**config.mk**
```make
export PLATFORM = sky130hd
export DESIGN_NAME = btn_debounce
export DESIGN_NICKNAME = d
export VERILOG_FILES = /design/src/rtl/btn_debounce.sv
export SDC_FILE = /design/constraint.sdc
export NUM_CORES = 1
export LEC_CHECK = 0
export BUFFER_PORTS_ARGS = -buffer_cell sky130_fd_sc_hd__buf_2
export CAP_MARGIN = 25
export CORE_MARGIN = 10
export CORE_UTILIZATION = 62
export DETAILED_ROUTE_END_ITERATION = 16
export PLACE_DENSITY = 0.89
export REMOVE_ABC_BUFFERS = 1
export SLEW_MARGIN = 0
export SYNTH_ARGS = -nofsm -noshare
export SYNTH_HDL_FRONTEND = slang
export SYNTH_SLANG_ARGS = --single-unit
```
**constraint.sdc**
```tcl
create_clock -name clk -period 2.8 [get_ports clk]
set_input_delay 0.56 -clock clk [delete_from_list [all_inputs] [get_ports clk]]
set_output_delay 0.56 -clock clk [all_outputs]
set_load 0.02 [all_outputs]
```
**src/rtl/btn_debounce.sv**
```systemverilog
// Button front end: 2-flop synchronizer, 10 ms tick divider, per-button
// tick-sampled debounce and one-cycle press pulses.
module btn_debounce #(
  parameter int unsigned CLK_DIV    = 500000,
  parameter int unsigned DEB_TICKS  = 2,
  parameter bit          ACTIVE_LOW = 1'b0
) (
  input  logic       clk,
  input  logic       rst,
  input  logic [3:0] btn_raw,
  output logic       tick_10ms,
  output logic [3:0] btnstate,
  output logic [3:0] btnpress
);

  localparam int unsigned NBTN  = 4;
  localparam int unsigned DIV_W = (CLK_DIV > 1) ? $clog2(CLK_DIV) : 1;
  localparam int unsigned DC_W  = $clog2(DEB_TICKS + 1);

  localparam logic [DIV_W-1:0] DIV_LAST = DIV_W'(CLK_DIV - 1);
  localparam logic [DC_W-1:0]  DC_LAST  = DC_W'(DEB_TICKS - 1);
  localparam logic [DC_W-1:0]  DC_ONE   = DC_W'(1);

  logic [NBTN-1:0]  w_pressed;
  logic [NBTN-1:0]  r_sync1;
  logic [NBTN-1:0]  r_sync2;
  logic [DIV_W-1:0] r_div;
  logic             w_tick;
  logic [DC_W-1:0]  r_dc [NBTN];
  logic [DC_W-1:0]  w_dc_nxt [NBTN];
  logic [NBTN-1:0]  w_state_nxt;

  // Normalise polarity so 1 always means pressed, including the reset value.
  assign w_pressed = ACTIVE_LOW ? ~btn_raw : btn_raw;

  always_ff @(posedge clk) begin
    if (rst) begin
      r_sync1 <= '0;
      r_sync2 <= '0;
    end else begin
      r_sync1 <= w_pressed;
      r_sync2 <= r_sync1;
    end
  end

  // Free-running divider; the last count is the internal tick condition.
  assign w_tick = (r_div == DIV_LAST);

  always_ff @(posedge clk) begin
    if (rst) begin
      r_div     <= '0;
      tick_10ms <= 1'b0;
    end else begin
      r_div     <= w_tick ? '0 : r_div + DIV_W'(1);
      tick_10ms <= w_tick;
    end
  end

  // A differing sample must be seen on DEB_TICKS consecutive ticks to flip.
  always_comb begin
    w_state_nxt = btnstate;
    for (int i = 0; i < NBTN; i++) begin
      w_dc_nxt[i] = r_dc[i];
    end
    if (w_tick) begin
      for (int i = 0; i < NBTN; i++) begin
        if (r_sync2[i] == btnstate[i]) begin
          w_dc_nxt[i] = '0;
        end else if (r_dc[i] == DC_LAST) begin
          w_state_nxt[i] = r_sync2[i];
          w_dc_nxt[i]    = '0;
        end else begin
          w_dc_nxt[i] = r_dc[i] + DC_ONE;
        end
      end
    end
  end

  always_ff @(posedge clk) begin
    if (rst) begin
      btnstate <= '0;
      btnpress <= '0;
      for (int i = 0; i < NBTN; i++) begin
        r_dc[i] <= '0;
      end
    end else begin
      btnstate <= w_state_nxt;
      btnpress <= w_state_nxt & ~btnstate;
      for (int i = 0; i < NBTN; i++) begin
        r_dc[i] <= w_dc_nxt[i];
      end
    end
  end

endmodule
```
==> key figures, run 1 <==
Status
  • Status: finished clean

Worst setup path
  • Max FO, Critical Path: 11
  • CP Class: register to register
  • R2R setup slack: ~0.95 ns
  • Buf/Inv on CP: 0
  • Max stage delay cell, worst path: and4_1
  • Required @ worst endpoint: a little over 3 ns
  • Crit Reg-Reg Startpoint: r_div[0]$_SDFF_PP0_
  • Startpoint Class: register
  • FF-to-FF path depth: 4
  • Crit-path max cell delay: between 0.4 and 0.5 ns
  • CP arrival: approximately 2.1 ns
  • CP Capture Type: register
  • CP Cell Sequence: ha_1, and4_1, nand2_1, and3_1
  • Reg2reg end: r_div[1]$_SDFF_PP0_
  • Crit path max-delay family: simple AND/OR/NAND/NOR gates

Detailed routing
  • DRT antenna net count: 0
  • WL final: ~3700 um
  • DRC viols: 0
  • Vias/cell: 6.10
  • Uppermost layer routed: met4
  • DR WL met3: about 260 um
  • WL met2: around 1900 um
  • Post-Route M1 WL: about 1500 um
  • First-pass DRT Iterations: 4
  • Via count: 1451
  • Routed len/inst: between 15 and 20 um
  • Initial DRC count: between 100 and 150

Timing
  • Setup TNS: 0 ns
  • Worst relative slew slack: between 60% and 70%
  • Post-route minimum period: around 1.8 ns
  • Count of final max-slew check failures: 0
  • Final worst-path cycle share: between 60% and 70%
  • Fmax: 0.541 GHz
  • Clock Skew: around 0.0060 ns
  • Tightest Pin Transition: 0.499 ns
  • Final count of negative-setup-slack endpoints: 0
  • RSZ-0062 raised after global routing: no
  • Final Hold Violating Endpoints: 0

Place
  • IO Port Bufs: 14
  • DP HPWL: roughly 2700 um
  • RD Place Congestion: 0.846
  • Placed cell areas: roughly 1900 um^2

Power
  • Pleak: 0.688 nW
  • VDD IR max: 0.373 mV
  • Pwr dens: approximately 500 nW/um^2

Finish
  • Share of cells above drive strength 1: ~15%
  • N_diodes: 0
  • P&R area growth vs syn: 5.95%
  • Layout Cell Area excl Fill: just under 2000 um^2
  • Final Util: around 70%
  • Layout Nets: approximately 210

Yosys
  • #FFs+latches synth: 44
  • Netlist Area Pre-Place: between 1500 and 2000 um^2
  • YS warnings: 0
  • Main synth FF type: dfxtp_1
  • Sequential area share after synthesis: between 40% and 50%
  • Mapped Cells: between 150 and 200
  • Ys async rst share: 0%
  • Synth Area per Inst: around 9.6 um^2
  • Netlist cell types: 34
  • EDFF count, synth: 0

Clock network
  • H-tree Lvls: 2
  • # Post-CTS Setup Buffers: 0
  • CTS tree: done
  • Cts repair resizes: 0
  • Clock slew at reported path FFs: approximately 0.12 ns
  • CTS buffer count: 5
  • CTS hold repair buffers: 0
  • Maximum buffer depth of the clock tree: 2
  • Clock root cell: clkbuf_4
  • Clk sink count: 44
  • Clk_lat worst skew: 0.37 ns

GRT
  • Initial antenna violation count: 0
  • First-pass GRT wire length: about 6300 um
  • Largest net degree at the start of global routing: 27
  • Overflow after GRT: 0
  • Vias in the first global route: ~1500
  • Tot GR Track Use: 14.6%

Hold path
  • Hold EP: r_sync1[1]$_SDFF_PP0_
  • Hold path startpoint: btn_raw[1]
  • Hold WC Path Type: primary input to register
  • Hold Path Depth: 2

Floorplan
  • Core area: approximately 2800 um^2
  • I/O Pins: 15
  • # rows: 19
  • Initial Util: 66.1%
  • Die height: 74.9 um
  • Die X: 74.9 um
  • Die area: 5610 um^2

Run
  • Max-cap violations: 0
-- logic make-up after synthesis --
| kind of cell | count (synthesis) | synth area share, % |
|---|---|---|
| AND/OR/NAND/NOR | 98 | 32.0 |
| flip-flops | 44 | 47.1 |
| XOR/XNOR | 19 | 8.90 |
| AO/OA/AOI/OAI | 16 | 5.55 |
| buffers and inverters | 12 | 3.14 |
| multiplexers | 5 | 2.68 |
| adder cells (fa/ha/maj) | 1 | 0.669 |
-- cells in the mapped netlist (5+ instances only) --
cell | count | area [um^2]
o21ai_0 | 5 | 25.0
xnor2_1 | 16 | 140
dfxtp_1 | 44 | 881
nor2b_1 | 12 | 75.1
nand4_1 | 8 | 50.1
nor4_1 | 5 | 31.3
nand2_1 | 14 | 52.6
mux2i_1 | 5 | 50.1
nand3_1 | 6 | 30.0
nor3_1 | 6 | 30.0
nor2_1 | 22 | 82.6
a21oi_1 | 5 | 25.0
-- registers in the layout, indices dropped and copies added (netlist names) --
signal,flops
r_sync1,4
r_sync2,4
btnpress,4
r_dc,8
btnstate,4
tick_10ms,1
r_div,19
-- through the flow --
stage	worst slack, ns	hold slack, ns	power [mW]	instances
after global placement	1.01	0.420	0.683	231
final	0.953	0.395	0.968	238
after detailed placement	0.973	0.430	0.687	231
after global routing	0.808	0.388	1.01	238
after CTS	0.956	0.385	0.974	238
after floorplan	1.26	0.414	0.671	186
-- power breakdown --
part / switching, mW / total, mW / internal [mW]
Combinational: 0.0173 / 0.0292 / 0.0120
Clock: 0.204 / 0.295 / 0.0916
Sequential: 0.00817 / 0.643 / 0.635
-- metal layers --
metal	vias up	track usage [%]
li1	700	-
met1	686	14.9
met2	53	25.0
met3	12	6.04
met4	0	7.77
met5	-	0
-- how the worst max path moves through the flow --
| stage | from | endpoint | slack, ns | depth (start not counted) |
|---|---|---|---|---|
| 2_1_floorplan | r_div[0]$_SDFF_PP0_ | r_div[18]$_SDFF_PP0_ | 1.26 | 5 |
| 3_3_place_gp | r_div[0]$_SDFF_PP0_ | r_div[1]$_SDFF_PP0_ | 1.01 | 4 |
| 3_5_place_dp | r_div[0]$_SDFF_PP0_ | r_div[1]$_SDFF_PP0_ | 0.97 | 4 |
| 4_1_cts | r_div[0]$_SDFF_PP0_ | r_div[1]$_SDFF_PP0_ | 0.96 | 4 |
| 5_1_grt | r_div[0]$_SDFF_PP0_ | r_div[1]$_SDFF_PP0_ | 0.81 | 4 |
| 6_report | r_div[0]$_SDFF_PP0_ | r_div[1]$_SDFF_PP0_ | 0.95 | 4 |
-- layout by cell type (no fill, tap or decap) --
master      count
mux2i_1         5
nand4_4         1
nor4_2          2
buf_2          14
nor2_1         22
and3_1          2
nor4_1          5
o21ai_0         5
a21oi_1         5
o21ai_4         1
a211oi_1        1
nor2b_1        12
nand3b_1        4
xnor2_1        16
or3_1           4
nand2_1        14
nand4_2         2
nor3b_1         2
dfxtp_1        44
and4_1          2
nor2_2          1
nand3_1         6
inv_1           3
clkbuf_4        5
nor4b_1         2
nor4b_2         2
nor4_4          1
clkinvlp_4      1
ha_1            1
nand4_1         8
clkinv_2        1
a21boi_1        4
nor3_1          6
xor2_1          3
-- layout make-up --
class                      count  area (um^2)
clock inverter                 2         12.5
sequential                    44          881
multi-input combinational    139          931
timing repair buffer          14         70.1
fill                         229          847
inverter                       3         11.3
clock buffer                   5         37.5
tap                           31         38.8
No activity file was read; power rests on OpenSTA's default activity.
==> run 2, diff against run 1 <==
CORE_UTILIZATION = 58   (was 62)
PLACE_DENSITY = 0.85   (was 0.89)
clock period = 1.7 ns   (was 2.8 ns; I/O delays follow)
==> run 2 against run 1 <==
- setup slack worse by 0.84 ns
- cell count is 10% higher
- clock-buffer cell count is 1 higher
- first-iteration DRC count is 13% lower
- register-to-register slack worse by 0.84 ns
- clock skew is 0.0025 ns higher
- global-route usage is 1.6 points lower
==> key figures, run 2 (synthesis results as in run 1) <==
Status
  • Status: finished clean

Run
  • Max-cap violations: 0

Floorplan
  • Die area: slightly below 6000 um^2
  • Die X: 76.8 um
  • Initial Util: around three fifths
  • I/O Pins: 15
  • Core area: a little over 3000 um^2
  • # rows: 20
  • Die height: between 70 and 80 um

Worst setup path
  • FF-to-FF path depth: 5
  • Reg2reg end: r_dc[3][1]$_SDFFE_PP0N_
  • Max stage delay cell, worst path: dfxtp_1
  • CP Capture Type: register
  • Required @ worst endpoint: around 2.0 ns
  • Crit-path max cell delay: 0.39 ns
  • R2R setup slack: approximately 0.12 ns
  • CP Class: register to register
  • Startpoint Class: register
  • Max FO, Critical Path: 8
  • CP arrival: approximately 1.8 ns
  • Crit path max-delay family: simple AND/OR/NAND/NOR gates
  • CP Cell Sequence: nor4b_2, nand4_2, o21ai_4, buf_4, a21boi_1
  • Crit Reg-Reg Startpoint: r_div[12]$_SDFF_PP0_
  • Buf/Inv on CP: 1

Detailed routing
  • Uppermost layer routed: met4
  • Post-Route M1 WL: between 1500 and 2000 um
  • Routed len/inst: ~14 um
  • Initial DRC count: 91
  • Via count: ~1400
  • DRC viols: 0
  • WL met2: between 1500 and 2000 um
  • DR WL met3: between 200 and 250 um
  • First-pass DRT Iterations: 4
  • Vias/cell: roughly 5.5
  • WL final: around 3600 um
  • DRT antenna net count: 0

GRT
  • Largest net degree at the start of global routing: 19
  • Initial antenna violation count: 0
  • Tot GR Track Use: a little over an eighth
  • Overflow after GRT: 0
  • Vias in the first global route: 1513
  • First-pass GRT wire length: between 6000 and 7000 um

Clock network
  • CTS buffer count: 5
  • Clock slew at reported path FFs: between 0.1 and 0.15 ns
  • Clk_lat worst skew: 0.35 ns
  • Maximum buffer depth of the clock tree: 2
  • CTS hold repair buffers: 0
  • CTS tree: done
  • Clock root cell: clkbuf_4
  • H-tree Lvls: 2
  • Clk sink count: 44

Timing
  • Clock Skew: about 0.0084 ns
  • Tightest Pin Transition: around 0.36 ns
  • Fmax: between 0.6 and 0.7 GHz
  • Count of final max-slew check failures: 0
  • Final worst-path cycle share: 93.2%
  • Final count of negative-setup-slack endpoints: 0
  • Final Hold Violating Endpoints: 0
  • Worst relative slew slack: between 70% and 80%
  • RSZ-0062 raised after global routing: yes
  • Post-route minimum period: 1.58 ns

Hold path
  • Hold path startpoint: btn_raw[3]
  • Hold WC Path Type: primary input to register
  • Hold Path Depth: 2
  • Hold EP: r_sync1[3]$_SDFF_PP0_

Finish
  • Most frequent cells in the layout: dfxtp_1, nor2_1, xnor2_1, nand2_1, buf_2
  • Commonest non-fill, non-tap cell in the layout: dfxtp_1
  • N_diodes: 0
  • Layout Nets: ~230
  • P&R area growth vs syn: 12.5%
  • Share of cells above drive strength 1: around 20%
  • Final Util: between 60% and 70%
  • Largest regs: r_div (19), r_dc (8)
  • Reg with most FFs: r_div
  • Number of flip-flops under the largest register name: 19

Power
  • Pleak: approximately 0.76 nW
  • Pwr dens: 749 nW/um^2
  • Total power: between 1.5 and 2 mW
  • VDD IR max: between 0.5 and 0.6 mV

Place
  • IO Port Bufs: 14
  • RD Place Congestion: roughly 0.93
  • DP HPWL: roughly 2600 um
==> run 2: worst max-delay path by stage <==
| stage | startpoint | end | slack (ns) | cells past startpoint |
|---|---|---|---|---|
| 6_report | r_div[12]$_SDFF_PP0_ | r_dc[3][1]$_SDFFE_PP0N_ | 0.12 | 5 |
| 4_1_cts | r_div[1]$_SDFF_PP0_ | r_div[18]$_SDFF_PP0_ | 0.06 | 5 |
| 3_5_place_dp | r_div[1]$_SDFF_PP0_ | r_div[18]$_SDFF_PP0_ | 0.07 | 5 |
| 3_3_place_gp | r_div[1]$_SDFF_PP0_ | r_div[18]$_SDFF_PP0_ | 0.13 | 5 |
| 5_1_grt | r_div[10]$_SDFF_PP0_ | r_div[18]$_SDFF_PP0_ | -0.03 | 4 |
| 2_1_floorplan | r_div[0]$_SDFF_PP0_ | r_div[18]$_SDFF_PP0_ | 0.16 | 5 |
==> run 2: metrics by stage <==
stage	hold slack (ns)	cells	setup slack, ns	setup TNS (ns)	area [um^2]
finish	0.193	262	0.116	0	2100
global route	0.213	262	-0.0304	-0.0315	2100
CTS	0.185	261	0.0615	0	2070
detailed placement	0.423	254	0.0689	0	2020
global placement	0.420	254	0.131	0	2020
floorplan	0.409	186	0.159	0	1820
==> run 2: worst register-to-register path: cells and delay by family (launching register included) <==
kind,cells,cell delay (ns)
simple gates,2,0.63
flops,1,0.39
buf+inv,1,0.18
compound gates,2,0.28
==> run 2: cell type report <==
class                           instances  area, um^2
Clock buffer                            6        41.3
Clock inverter                          1        5.00
Fill cell                             258         973
Inverter                                3        11.3
Multi-Input combinational cell        139         958
Sequential cell                        44         881
Tap cell                               44        55.1
Timing Repair Buffer                   25         153
==> run 2: what timing repair did <==
item | 4_1_cts | 5_1_grt
resized for setup | 0 | 5
setup buffers | 0 | 1
hold endpoints to repair | 0 | 0
endpoints found under the setup margin | 0 | 10
==> run 2: power by group <==
part | internal (mW) | switching [mW] | total [mW]
registers | 1.05 | 0.0135 | 1.06
logic | 0.0310 | 0.0311 | 0.0621
clock network | 0.153 | 0.302 | 0.455
total | 1.23 | 0.347 | 1.58
==> run 2: layer usage <==
layer	vias to the layer above	track usage, %
met5	-	0
li1	720	-
met3	10	4.90
met2	40	21.5
met1	672	14.4
met4	0	6.13
==> run 3, diff against run 2 <==
CORE_MARGIN = unset   (was 10)
SKIP_CTS_REPAIR_TIMING = 1   (was unset)
==> run 3 against run 2 <==
- first-iteration DRC count is 9.9% higher
- cell count did not move
- clock skew down 0.0018 ns
- clock-buffer cell count decreased by 1
- routed wire length is 5.2% higher
- non-clock buffer count shrank 1
- total power up 13%
- combinational power down 2%
- final area up 2.6%
- setup slack lost 0.044 ns
- sequential power about the same
- core utilization increased by 2.4 points
- critical path type unchanged
- highest routed layer unchanged
==> key figures, run 3 (synthesis results as in run 1) <==
Floorplan
  • Die height: roughly 60 um
  • Die X: between 50 and 60 um
  • Core area: roughly 3100 um^2
  • Die area: 3460 um^2
  • Initial Util: about three fifths
  • # rows: 20
  • I/O Pins: 15

Place
  • Place WS: between 0.08 and 0.09 ns
  • DP HPWL: around 2600 um
  • RD Place Congestion: between 0.8 and 0.9
  • Placed cell areas: slightly above 2000 um^2
  • IO Port Bufs: 14

Timing
  • Tightest Pin Transition: around 0.39 ns
  • Final count of negative-setup-slack endpoints: 0
  • Worst Setup Slack, final: between 0.07 and 0.08 ns
  • Post-route minimum period: between 1.5 and 2 ns
  • Final Hold Violating Endpoints: 0
  • Clock Skew: about 0.0067 ns
  • Worst relative slew slack: 73.8%
  • RSZ-0062 raised after global routing: yes
  • Count of final max-slew check failures: 0
  • Setup TNS: 0 ns
  • Fmax: approximately 0.6 GHz
  • Final worst-path cycle share: between 90 and 100%

Clock network
  • CTS buffer count: 5
  • Clock slew at reported path FFs: roughly 0.13 ns
  • Clk_lat worst skew: about 0.36 ns
  • Clk sink count: 44
  • CTS tree: done
  • H-tree Lvls: 2
  • Clock root cell: clkbuf_4
  • Maximum buffer depth of the clock tree: 2

Worst setup path
  • Required @ worst endpoint: 2.00 ns
  • Crit path max-delay family: simple AND/OR/NAND/NOR gates
  • CP arrival: about 1.9 ns
  • FF-to-FF path depth: 4
  • CP Cell Sequence: nor4b_1, nand4_1, nor2_4, mux2i_1
  • R2R setup slack: 0.07 ns
  • Buf/Inv on CP: 0
  • CP Class: register to register
  • Crit-path max cell delay: 0.42 ns
  • Max FO, Critical Path: 7
  • Reg2reg end: r_dc[1][0]$_SDFFE_PP0N_
  • CP Capture Type: register
  • Max stage delay cell, worst path: nor4b_1
  • Startpoint Class: register
  • Crit Reg-Reg Startpoint: r_div[7]$_SDFF_PP0_

Detailed routing
  • Vias/cell: 5.57
  • DRT antenna net count: 0
  • WL final: roughly 3800 um
  • First-pass DRT Iterations: 5
  • DRC viols: 0
  • Via count: approximately 1500
  • Initial DRC count: 100
  • Routed len/inst: 14.5 um

GRT
  • Overflow after GRT: 0
  • Initial antenna violation count: 0
  • Tot GR Track Use: between 20% and 30%
  • Vias in the first global route: between 1000 and 1500
  • First-pass GRT wire length: about 6300 um
  • Largest net degree at the start of global routing: 26

Finish
  • Largest regs: r_div (19), r_dc (8)
  • N_diodes: 0
  • Number of flip-flops under the largest register name: 19
  • Seq. cell area: ~880 um^2
  • # fillers: 230
  • Commonest non-fill, non-tap cell in the layout: dfxtp_1
  • Footprint of the multi-input gates: 967 um^2
  • Most frequent cells in the layout: dfxtp_1, nor2_1, xnor2_1, nand2_1, buf_2
  • P&R area growth vs syn: 15.5%
  • Layout Cell Area excl Fill: 2160 um^2
  • Layout Nets: 224
  • Final Util: between 70% and 80%
  • Reg with most FFs: r_div
  • Share of cells above drive strength 1: 22.0%

Power
  • Pwr dens: 826 nW/um^2
  • VDD IR max: about 0.64 mV
  • Clock network power share: between 30% and 40%
  • Combinational Power Share: ~3.4%
  • Internal power: roughly 1.4 mW
  • Switch share: between 20 and 25%
  • Pleak: 0.771 nW
  • Net switching power: between 0.3 and 0.4 mW
  • Sequential Power Share: between 50% and 60%

Run
  • Max-cap violations: 0

Hold path
  • Hold EP: r_sync1[0]$_SDFF_PP0_
  • Hold Path Depth: 2
  • Hold WC Path Type: primary input to register
  • Hold path startpoint: btn_raw[0]

Status
  • Status: finished clean
[run 3: cell types whose count changed in the layout (fill, tap and decap cells not counted), sizes merged]
cell / before / now
clkbuf: 6 / 5
clkinvlp: 0 / 1
inv: 3 / 4
clkinv: 1 / 0
bufinv: 0 / 1
buf: 25 / 24
[run 3: routing by layer]
layer  GRT usage, %  share of wire, %  up-vias
met3           6.59               5.3        9
met2           41.6                52       42
met4           12.2               1.7        0
met1           29.5                41      686
met5              0                 0        -
li1               -                 -      722
[run 3: metrics by stage]
| stage | cells | power (mW) | hold WS [ns] |
|---|---|---|---|
| 6_report | 262 | 1.78 | 0.178 |
| 5_1_grt | 262 | 1.85 | 0.183 |
| 4_1_cts | 260 | 1.79 | 0.173 |
| 3_5_place_dp | 252 | 1.14 | 0.433 |
| 3_3_place_gp | 252 | 1.14 | 0.416 |
| 2_1_floorplan | 186 | 1.11 | 0.409 |
[run 3: worst max path at each step]
stage	startpoint	end	slack [ns]	cells after the start
after floorplan	r_div[0]$_SDFF_PP0_	r_div[18]$_SDFF_PP0_	0.16	5
final	r_div[7]$_SDFF_PP0_	r_dc[1][0]$_SDFFE_PP0N_	0.07	4
after CTS	r_div[7]$_SDFF_PP0_	r_dc[1][0]$_SDFFE_PP0N_	0.04	4
after detailed placement	r_div[1]$_SDFF_PP0_	r_div[18]$_SDFF_PP0_	0.08	5
after global routing	r_div[8]$_SDFF_PP0_	btnpress[0]$_SDFF_PP0_	-0.03	4
after global placement	r_div[1]$_SDFF_PP0_	r_div[18]$_SDFF_PP0_	0.12	5
[run 3: layout make-up]
type	count	share of cell area [%]
clock buffers	5	1.74
clock inverters	3	2.14
inverters	3	0.521
multi-input cells	139	44.8
flip-flops and latches	44	41.0
well taps	44	2.55
repair buffers	24	7.30
[run 3: power groups by stage]
stage               Sequential [mW]  Clock (mW)  Combinational, mW
floorplan                      1.08           0             0.0271
global placement               1.08           0             0.0582
detailed placement             1.08           0             0.0605
CTS                            1.06       0.674             0.0606
global route                   1.06       0.719             0.0674
finish                         1.06       0.664             0.0609
